==> src/rtl/tpiu_trace_capture_pkg.sv <==
// Shared constants and types for the TPIU trace capture path.
package tpiu_trace_pkg;

    localparam logic [31:0] TPIU_FSYNC = 32'h7FFF_FFFF;
    localparam int          NIB_W      = 4;
    // Bytes held back before pushing: a sync match completes on its 4th byte,
    // so exactly the three preceding sync bytes are still held and get dropped.
    localparam int          HOLD_BYTES = 3;

    typedef enum logic {HUNT, ALIGNED} state_t;

endpackage

==> src/rtl/tpiu_trace_capture_if.sv <==
// Byte stream from the trace capture block to the host-side buffer.
interface tpiu_trace_capture_if;
    logic [7:0] out_data;
    logic       out_first;
    logic       out_valid;
    logic       out_ready;

    modport master (output out_data, out_first, out_valid, input out_ready);
    modport slave  (input out_data, out_first, out_valid, output out_ready);
endinterface

==> src/rtl/tpiu_trace_capture_fifo.sv <==
// Show-ahead synchronous FIFO; head entry is readable while empty is low.
module tpiu_byte_fifo #(
    parameter int DEPTH = 16,
    parameter int W     = 9
) (
    input  logic         clk,
    input  logic         reset,
    input  logic         push,
    input  logic [W-1:0] wdata,
    input  logic         pop,
    output logic [W-1:0] rdata,
    output logic         full,
    output logic         empty
);
    localparam int AW = $clog2(DEPTH);

    logic [W-1:0] mem [DEPTH];
    logic [AW:0]  wptr, rptr;
    logic         wr, rd;

    assign empty = (wptr == rptr);
    assign full  = (wptr[AW] != rptr[AW]) && (wptr[AW-1:0] == rptr[AW-1:0]);
    assign rd    = pop && !empty;
    assign wr    = push && (!full || rd);
    assign rdata = mem[rptr[AW-1:0]];

    always_ff @(posedge clk) begin
        if (reset) begin
            wptr <= '0;
            rptr <= '0;
        end else begin
            if (wr) wptr <= wptr + 1'b1;
            if (rd) rptr <= rptr + 1'b1;
        end
    end

    always_ff @(posedge clk) begin
        if (wr) mem[wptr[AW-1:0]] <= wdata;
    end
endmodule

==> src/rtl/tpiu_trace_capture.sv <==
// TPIU nibble capture: full-word sync search, byte alignment, sync stripping.
// Optional TRACE_CAPTURE_STATS_EN adds sync_count/byte_count outputs.
module tpiu_trace_capture
    import tpiu_trace_pkg::*;
#(
    parameter int FIFO_DEPTH  = 16,
    parameter int FRAME_BYTES = 16
) (
    input  logic             clk,
    input  logic             reset,
    input  logic [NIB_W-1:0] trace_data,
    input  logic             enable,
    input  logic             clear_flags,
    tpiu_trace_capture_if.master ob,
    output logic             locked,
    output logic             resync_err,
    output logic             overflow
`ifdef TRACE_CAPTURE_STATS_EN
    ,
    output logic [15:0]      sync_count,
    output logic [31:0]      byte_count
`endif
);
    localparam int         FI_W = (FRAME_BYTES > 1) ? $clog2(FRAME_BYTES) : 1;
    localparam logic [1:0] HOLD = 2'(HOLD_BYTES);

    state_t          state, state_nxt;
    logic [31:0]     sr, sr_nxt;
    logic            match, nib_phase, realign, misalign, byte_done, push_req;
    logic [1:0]      win_cnt;
    logic [FI_W-1:0] frame_idx;
    logic            fifo_full, fifo_empty, fifo_pop, fifo_acc;
    logic [8:0]      fifo_rdata;

    assign sr_nxt = {trace_data, sr[31:NIB_W]};
    assign match  = (sr_nxt == TPIU_FSYNC);

    always_comb begin
        state_nxt = state;
        realign   = 1'b0;
        misalign  = 1'b0;
        byte_done = 1'b0;
        push_req  = 1'b0;
        if (enable) begin
            case (state)
                HUNT: if (match) begin
                    state_nxt = ALIGNED;
                    realign   = 1'b1;
                end
                ALIGNED: if (match) begin
                    realign  = 1'b1;
                    misalign = !nib_phase;
                end else if (nib_phase) begin
                    byte_done = 1'b1;
                    push_req  = (win_cnt == HOLD);
                end
                default: state_nxt = HUNT;
            endcase
        end
    end

    always_ff @(posedge clk) begin
        if (reset) begin
            state     <= HUNT;
            sr        <= '0;
            nib_phase <= 1'b0;
            win_cnt   <= '0;
            frame_idx <= '0;
        end else begin
            state <= state_nxt;
            if (enable) sr <= sr_nxt;
            if (realign) begin
                nib_phase <= 1'b0;
                win_cnt   <= '0;
                frame_idx <= '0;
            end else if (enable && state == ALIGNED) begin
                nib_phase <= ~nib_phase;
                if (byte_done && !push_req) win_cnt <= win_cnt + 2'd1;
                // Position advances even when the byte is dropped on overflow.
                if (push_req)
                    frame_idx <= (frame_idx == FI_W'(FRAME_BYTES - 1)) ? '0 : frame_idx + 1'b1;
            end
        end
    end

    // After a completing nibble sr_nxt holds the last four bytes; the oldest is leaving.
    assign fifo_pop = ob.out_valid && ob.out_ready;
    assign fifo_acc = push_req && (!fifo_full || fifo_pop);

    tpiu_byte_fifo #(.DEPTH(FIFO_DEPTH), .W(9)) u_fifo (
        .clk   (clk),
        .reset (reset),
        .push  (push_req),
        .wdata ({frame_idx == '0, sr_nxt[7:0]}),
        .pop   (fifo_pop),
        .rdata (fifo_rdata),
        .full  (fifo_full),
        .empty (fifo_empty)
    );

    assign ob.out_valid = !fifo_empty;
    assign ob.out_data  = fifo_empty ? 8'h00 : fifo_rdata[7:0];
    assign ob.out_first = !fifo_empty && fifo_rdata[8];
    assign locked       = (state == ALIGNED);

    always_ff @(posedge clk) begin
        if (reset) begin
            resync_err <= 1'b0;
            overflow   <= 1'b0;
        end else begin
            resync_err <= misalign || (resync_err && !clear_flags);
            overflow   <= (push_req && !fifo_acc) || (overflow && !clear_flags);
        end
    end

`ifdef TRACE_CAPTURE_STATS_EN
    logic        sync_evt;
    logic [15:0] sync_base;
    logic [31:0] byte_base;

    assign sync_evt  = enable && (state == ALIGNED) && match;
    assign sync_base = clear_flags ? 16'd0 : sync_count;
    assign byte_base = clear_flags ? 32'd0 : byte_count;

    always_ff @(posedge clk) begin
        if (reset) begin
            sync_count <= '0;
            byte_count <= '0;
        end else begin
            sync_count <= (sync_evt && sync_base != 16'hFFFF) ? sync_base + 16'd1 : sync_base;
            byte_count <= byte_base + {31'd0, fifo_acc};
        end
    end
`endif
endmodule

==> src/flat_wrapper.sv <==
// flat-port wrapper written by rule: the top's interface ports become plain ports
module tpiu_trace_capture_flat import tpiu_trace_pkg::*;
#(
    parameter int FIFO_DEPTH  = 16,
    parameter int FRAME_BYTES = 16
)
  (clk, reset, trace_data, enable, clear_flags, locked, resync_err, overflow, ob_out_data, ob_out_first, ob_out_valid, ob_out_ready);
  tpiu_trace_capture_if ob_i ();
  input  logic clk;
  input  logic reset;
  input  logic [NIB_W-1:0] trace_data;
  input  logic enable;
  input  logic clear_flags;
  output logic locked;
  output logic resync_err;
  output logic overflow;
  output wire logic [$bits(ob_i.out_data)-1:0] ob_out_data;
  output wire logic [$bits(ob_i.out_first)-1:0] ob_out_first;
  output wire logic [$bits(ob_i.out_valid)-1:0] ob_out_valid;
  input wire logic [$bits(ob_i.out_ready)-1:0] ob_out_ready;
  assign ob_out_data = ob_i.out_data;
  assign ob_out_first = ob_i.out_first;
  assign ob_out_valid = ob_i.out_valid;
  assign ob_i.out_ready = ob_out_ready;
  tpiu_trace_capture #(.FIFO_DEPTH(FIFO_DEPTH), .FRAME_BYTES(FRAME_BYTES)) u_core (.clk(clk), .reset(reset), .trace_data(trace_data), .enable(enable), .clear_flags(clear_flags), .ob(ob_i), .locked(locked), .resync_err(resync_err), .overflow(overflow));
endmodule
==> config.mk <==
export PLATFORM = sky130hd
export DESIGN_NAME = tpiu_trace_capture_flat
export DESIGN_NICKNAME = d
export VERILOG_FILES = /design/src/rtl/tpiu_trace_capture_pkg.sv /design/src/rtl/tpiu_trace_capture_if.sv /design/src/rtl/tpiu_trace_capture_fifo.sv /design/src/rtl/tpiu_trace_capture.sv /design/src/flat_wrapper.sv
export SDC_FILE = /design/constraint.sdc
export NUM_CORES = 1
export LEC_CHECK = 0
export ABC_AREA = 1
export CORE_MARGIN = 5
export CORE_UTILIZATION = 54
export CTS_BUF_LIST = sky130_fd_sc_hd__clkbuf_8
export DETAILED_ROUTE_END_ITERATION = 7
export GPL_ROUTABILITY_DRIVEN = 0
export PLACE_DENSITY = 0.83
export SKIP_CTS_REPAIR_TIMING = 1
export SLEW_MARGIN = 20
export SYNTH_ARGS = -nofsm -noshare
export SYNTH_HDL_FRONTEND = slang
export SYNTH_SLANG_ARGS = --single-unit
==> constraint.sdc <==
create_clock -name clk -period 4.9 [get_ports clk]
set_input_delay 1.47 -clock clk [delete_from_list [all_inputs] [get_ports clk]]
set_output_delay 1.47 -clock clk [all_outputs]
set_load 0.05 [all_outputs]
==> impl_metrics.csv <==
group,metric,value,unit
run_status,status,"completed",
placement,io_buffers,21,
synthesis,synth-edff-count,144,
floorplanning,core_region_area,15100,um2
clocking,clockBufferDepth,2,
drt,wire_per_inst,16.6,um
power_and_ir_drop,vdd_drop_max,0.141,mV
clocking,root_buffer,"clkbuf_8",
floorplanning,fp-row-count,45,
timing,drv_slew,0,
placement,dp_hpwl,10800,um
synthesis,avgSynthCellArea,10.3,um2
timing,setup_tns,0,ps
timing,worst_slew_pin_slew,884,ps
clocking,h-tree-depth,4,
power_and_ir_drop,p_switching,772,uW
finish,num-fill-cells,1221,
clocking,clk_pin_slew,100,ps
floorplanning,io_pins,22,
synthesis,ys_types,32,
floorplanning,die_w,134,um
synthesis,ys_ff_latch,196,
timing,finalCriticalPeriod,4560,ps
power_and_ir_drop,intPower,2300,uW
clocking,cts_buffers,17,
timing,slew_headroom,40.9,%
worst_setup_path,cp_slowest_cell,"dfxtp_4",
power_and_ir_drop,power_density,339,nW/um2
drt,via_per_inst,5.55,
worst_setup_path,required,3430,ps
finish,nets,835,
synthesis,synth_cells,802,
drt,postRouteAntennaNets,0,
job,drv_cap,0,
timing,max_freq,219,MHz
synthesis,syn-cell-area,8260,um2
global_route,grt_pass1_wl,27100,um
synthesis,synth-main-ff-cell,"edfxtp_1",
timing,fin_crit_sh,93.2,%
drt,dr.pass1.iters,5,
floorplanning,die_area,17900,um2
power_and_ir_drop,combPwrFrac,8.2,%
power_and_ir_drop,swShare,25.1,%
global_route,antenna_found_initial,0,
floorplanning,die_y,134,um
worst_setup_path,cpMostUsedCell,"nand3_1",
synthesis,synth-async-reset-ratio,0,%
worst_setup_path,cp_cell_sequence,"buf_4, o21ai_0, nand3_1, nand3_1, a21oi_1, clkdlybuf4s50_1",
worst_setup_path,crit_path_end_kind,"primary output",
finish,area_growth,9.54,%
global_route,grt_pass1_vias,5316,
timing,hold_violations,0,
finish,fin_util,60.0,%
worst_setup_path,cp.arrival,3090,ps
timing,finClkSkew,14.0,ps
drt,drc_errors,0,
synthesis,yosysSeqAreaShare,64.9,%
drt,drtIter0Drc,617,
worst_setup_path,max_stage_delay,910,ps
power_and_ir_drop,power_leakage,0.00324,uW
power_and_ir_drop,seqPwrFrac,60.6,%
worst_setup_path,critical_path_buf_inv_count,2,
timing,rsz0062_at_grt,"false",
global_route,grt.overflow.total,0,
worst_setup_path,crit_fanout,93,
min_path,hp-class,"reg2reg",
timing,setup_viol,0,
floorplanning,start_util,54.8,%
synthesis,yosys_warnings,0,
drt,vias,5652,
finish,drive_gt1_share,7.94,%
clocking,cts_tree,"yes",
global_route,grt_max_degree,94,
power_and_ir_drop,power.share.clock,31.2,%
clocking,clock_sinks,196,
global_route,grt_usage,19.6,%
worst_setup_path,critPathKind,"reg2out",
worst_setup_path,cp-start-kind,"flip-flop",
synthesis,syn_nets,819,
worst_setup_path,cp_top_family,"buffers and inverters",
finish,diodes,0,
drt,drt_wl_total,16900,um
clocking,clk_latency,470,ps
[worst register-to-register path, cell delays in order (launching register included)]
cell     delay [ps]
dfxtp_1         600
nand2_1         160
nor2_1           50
nand2_1          70
nor2_1           60
nand2_1         160
nand3_4         170
nor2_8          180
nand2_1         140
nor2_1          690
[placed cells by master, fill, tap and decap left out, types with 2 or more instances in the layout]
cell and instances:
nand4_1 5, edfxtp_1 144, inv_1 90, nor2_4 2
clkinv_4 3, nor2_1 91, buf_4 12, nand2_2 2
nand3_4 2, o211ai_1 36, or2_0 2, xor2_1 5
a21oi_1 63, clkinv_2 4, nor3_1 3, buf_12 2
clkdlybuf4s50_1 21, ha_1 8, nand3_1 67, o21ai_0 67
dfxtp_1 50, nand2_1 104, o21ai_1 3, inv_6 2
clkinv_1 5, inv_2 8, clkbuf_8 18
[logic make-up (layout without fill, tap and decap cells)]
family,Yosys count,count (layout),synth area share [%]
and+or+nand+nor,284,284,15.3
DFF,196,196,64.9
AOI/OAI and AO/OA,171,171,11.5
buffers and inverters,138,167,6.53
adders and majority gates,8,8,1.21
xor gates and xnor gates,5,5,0.530
[metrics by stage]
stage	instance area (um2)	instances	worst slack, ps	hold WS [ps]	total power [uW]
6_report	9050	1019	335	471	3070
5_1_grt	9050	1019	106	505	3200
4_1_cts	9050	1019	350	473	3090
3_5_place_dp	8690	987	877	458	2150
3_3_place_gp	8690	987	918	456	2140
2_1_floorplan	8260	802	1570	443	2060
[power by group through the flow]
stage                     clock network, uW  logic, uW  registers (uW)
after floorplan                           0        211            1850
after global placement                    0        245            1900
after detailed placement                  0        251            1900
after CTS                               974        253            1860
after global routing                   1050        280            1870
final                                   958        252            1860
[synthesized netlist by cell type (2+ instances only)]
cell      instances  area share, %
buf_2             8           0.48
ha_1              8            1.2
dfxtp_1          52             13
buf_4             3           0.27
nor2_1           91            4.1
o21ai_1           3           0.18
or2_0             2           0.15
nor3_1            3           0.18
xor2_1            5           0.53
nand2_1         104            4.7
inv_2             8           0.36
o211ai_1         36            3.3
nand3_4           2           0.42
o21ai_0          67            4.1
inv_1            89            4.0
nand3_1          67            4.1
a21oi_1          63            3.8
nand4_1           5           0.38
nor2_4            2           0.27
edfxtp_1        144             52
clkinv_1          3           0.14
nand2_2           2           0.15
clkbuf_1         26            1.2
[area by class of cell]
type                            count  area [um2]  share of cell area [%]
Timing Repair Buffer               35         340                    3.76
Inverter                          100         375                    4.15
Sequential cell                   196        5370                    59.3
Clock buffer                       18         248                    2.74
Multi-Input combinational cell    468        2370                    26.2
Clock inverter                     14         113                    1.24
Tap cell                          188         235                    2.60
[routing by layer]
metal	part of all wire, %	routed length (um)	track usage [%]	up-vias
li1	-	-	-	2768
met3	5.7	960	4.27	22
met5	0	0	0	-
met1	43	7340	26.1	2693
met4	1.8	305	7.03	0
met2	49	8310	32.1	169
[state kept, by name, indices dropped and copies added, names as in the netlist, named ones only]
signal / cells
u_core.frame_idx: 4
u_core.overflow: 1
u_core.u_fifo.rptr: 5
u_core.sr: 28
u_core.resync_err: 1
u_core.nib_phase: 1
u_core.win_cnt: 2
u_core.u_fifo.mem: 144
u_core.locked: 1
u_core.u_fifo.wptr: 5
[final timing paths]
kind / start / to / cells after the start / slack (ps)
max: flip-flop / ob_out_data[7] / 6 / 340
min: u_core.win_cnt[1] / u_core.win_cnt[1] / 2 / 470
max reg2reg: u_core.sr[8] / u_core.u_fifo.mem[6][5] / 9 / 2250
min reg2reg: u_core.win_cnt[1] / u_core.win_cnt[1] / 2 / 470
Note: power is estimated with default switching activity, not from simulation.
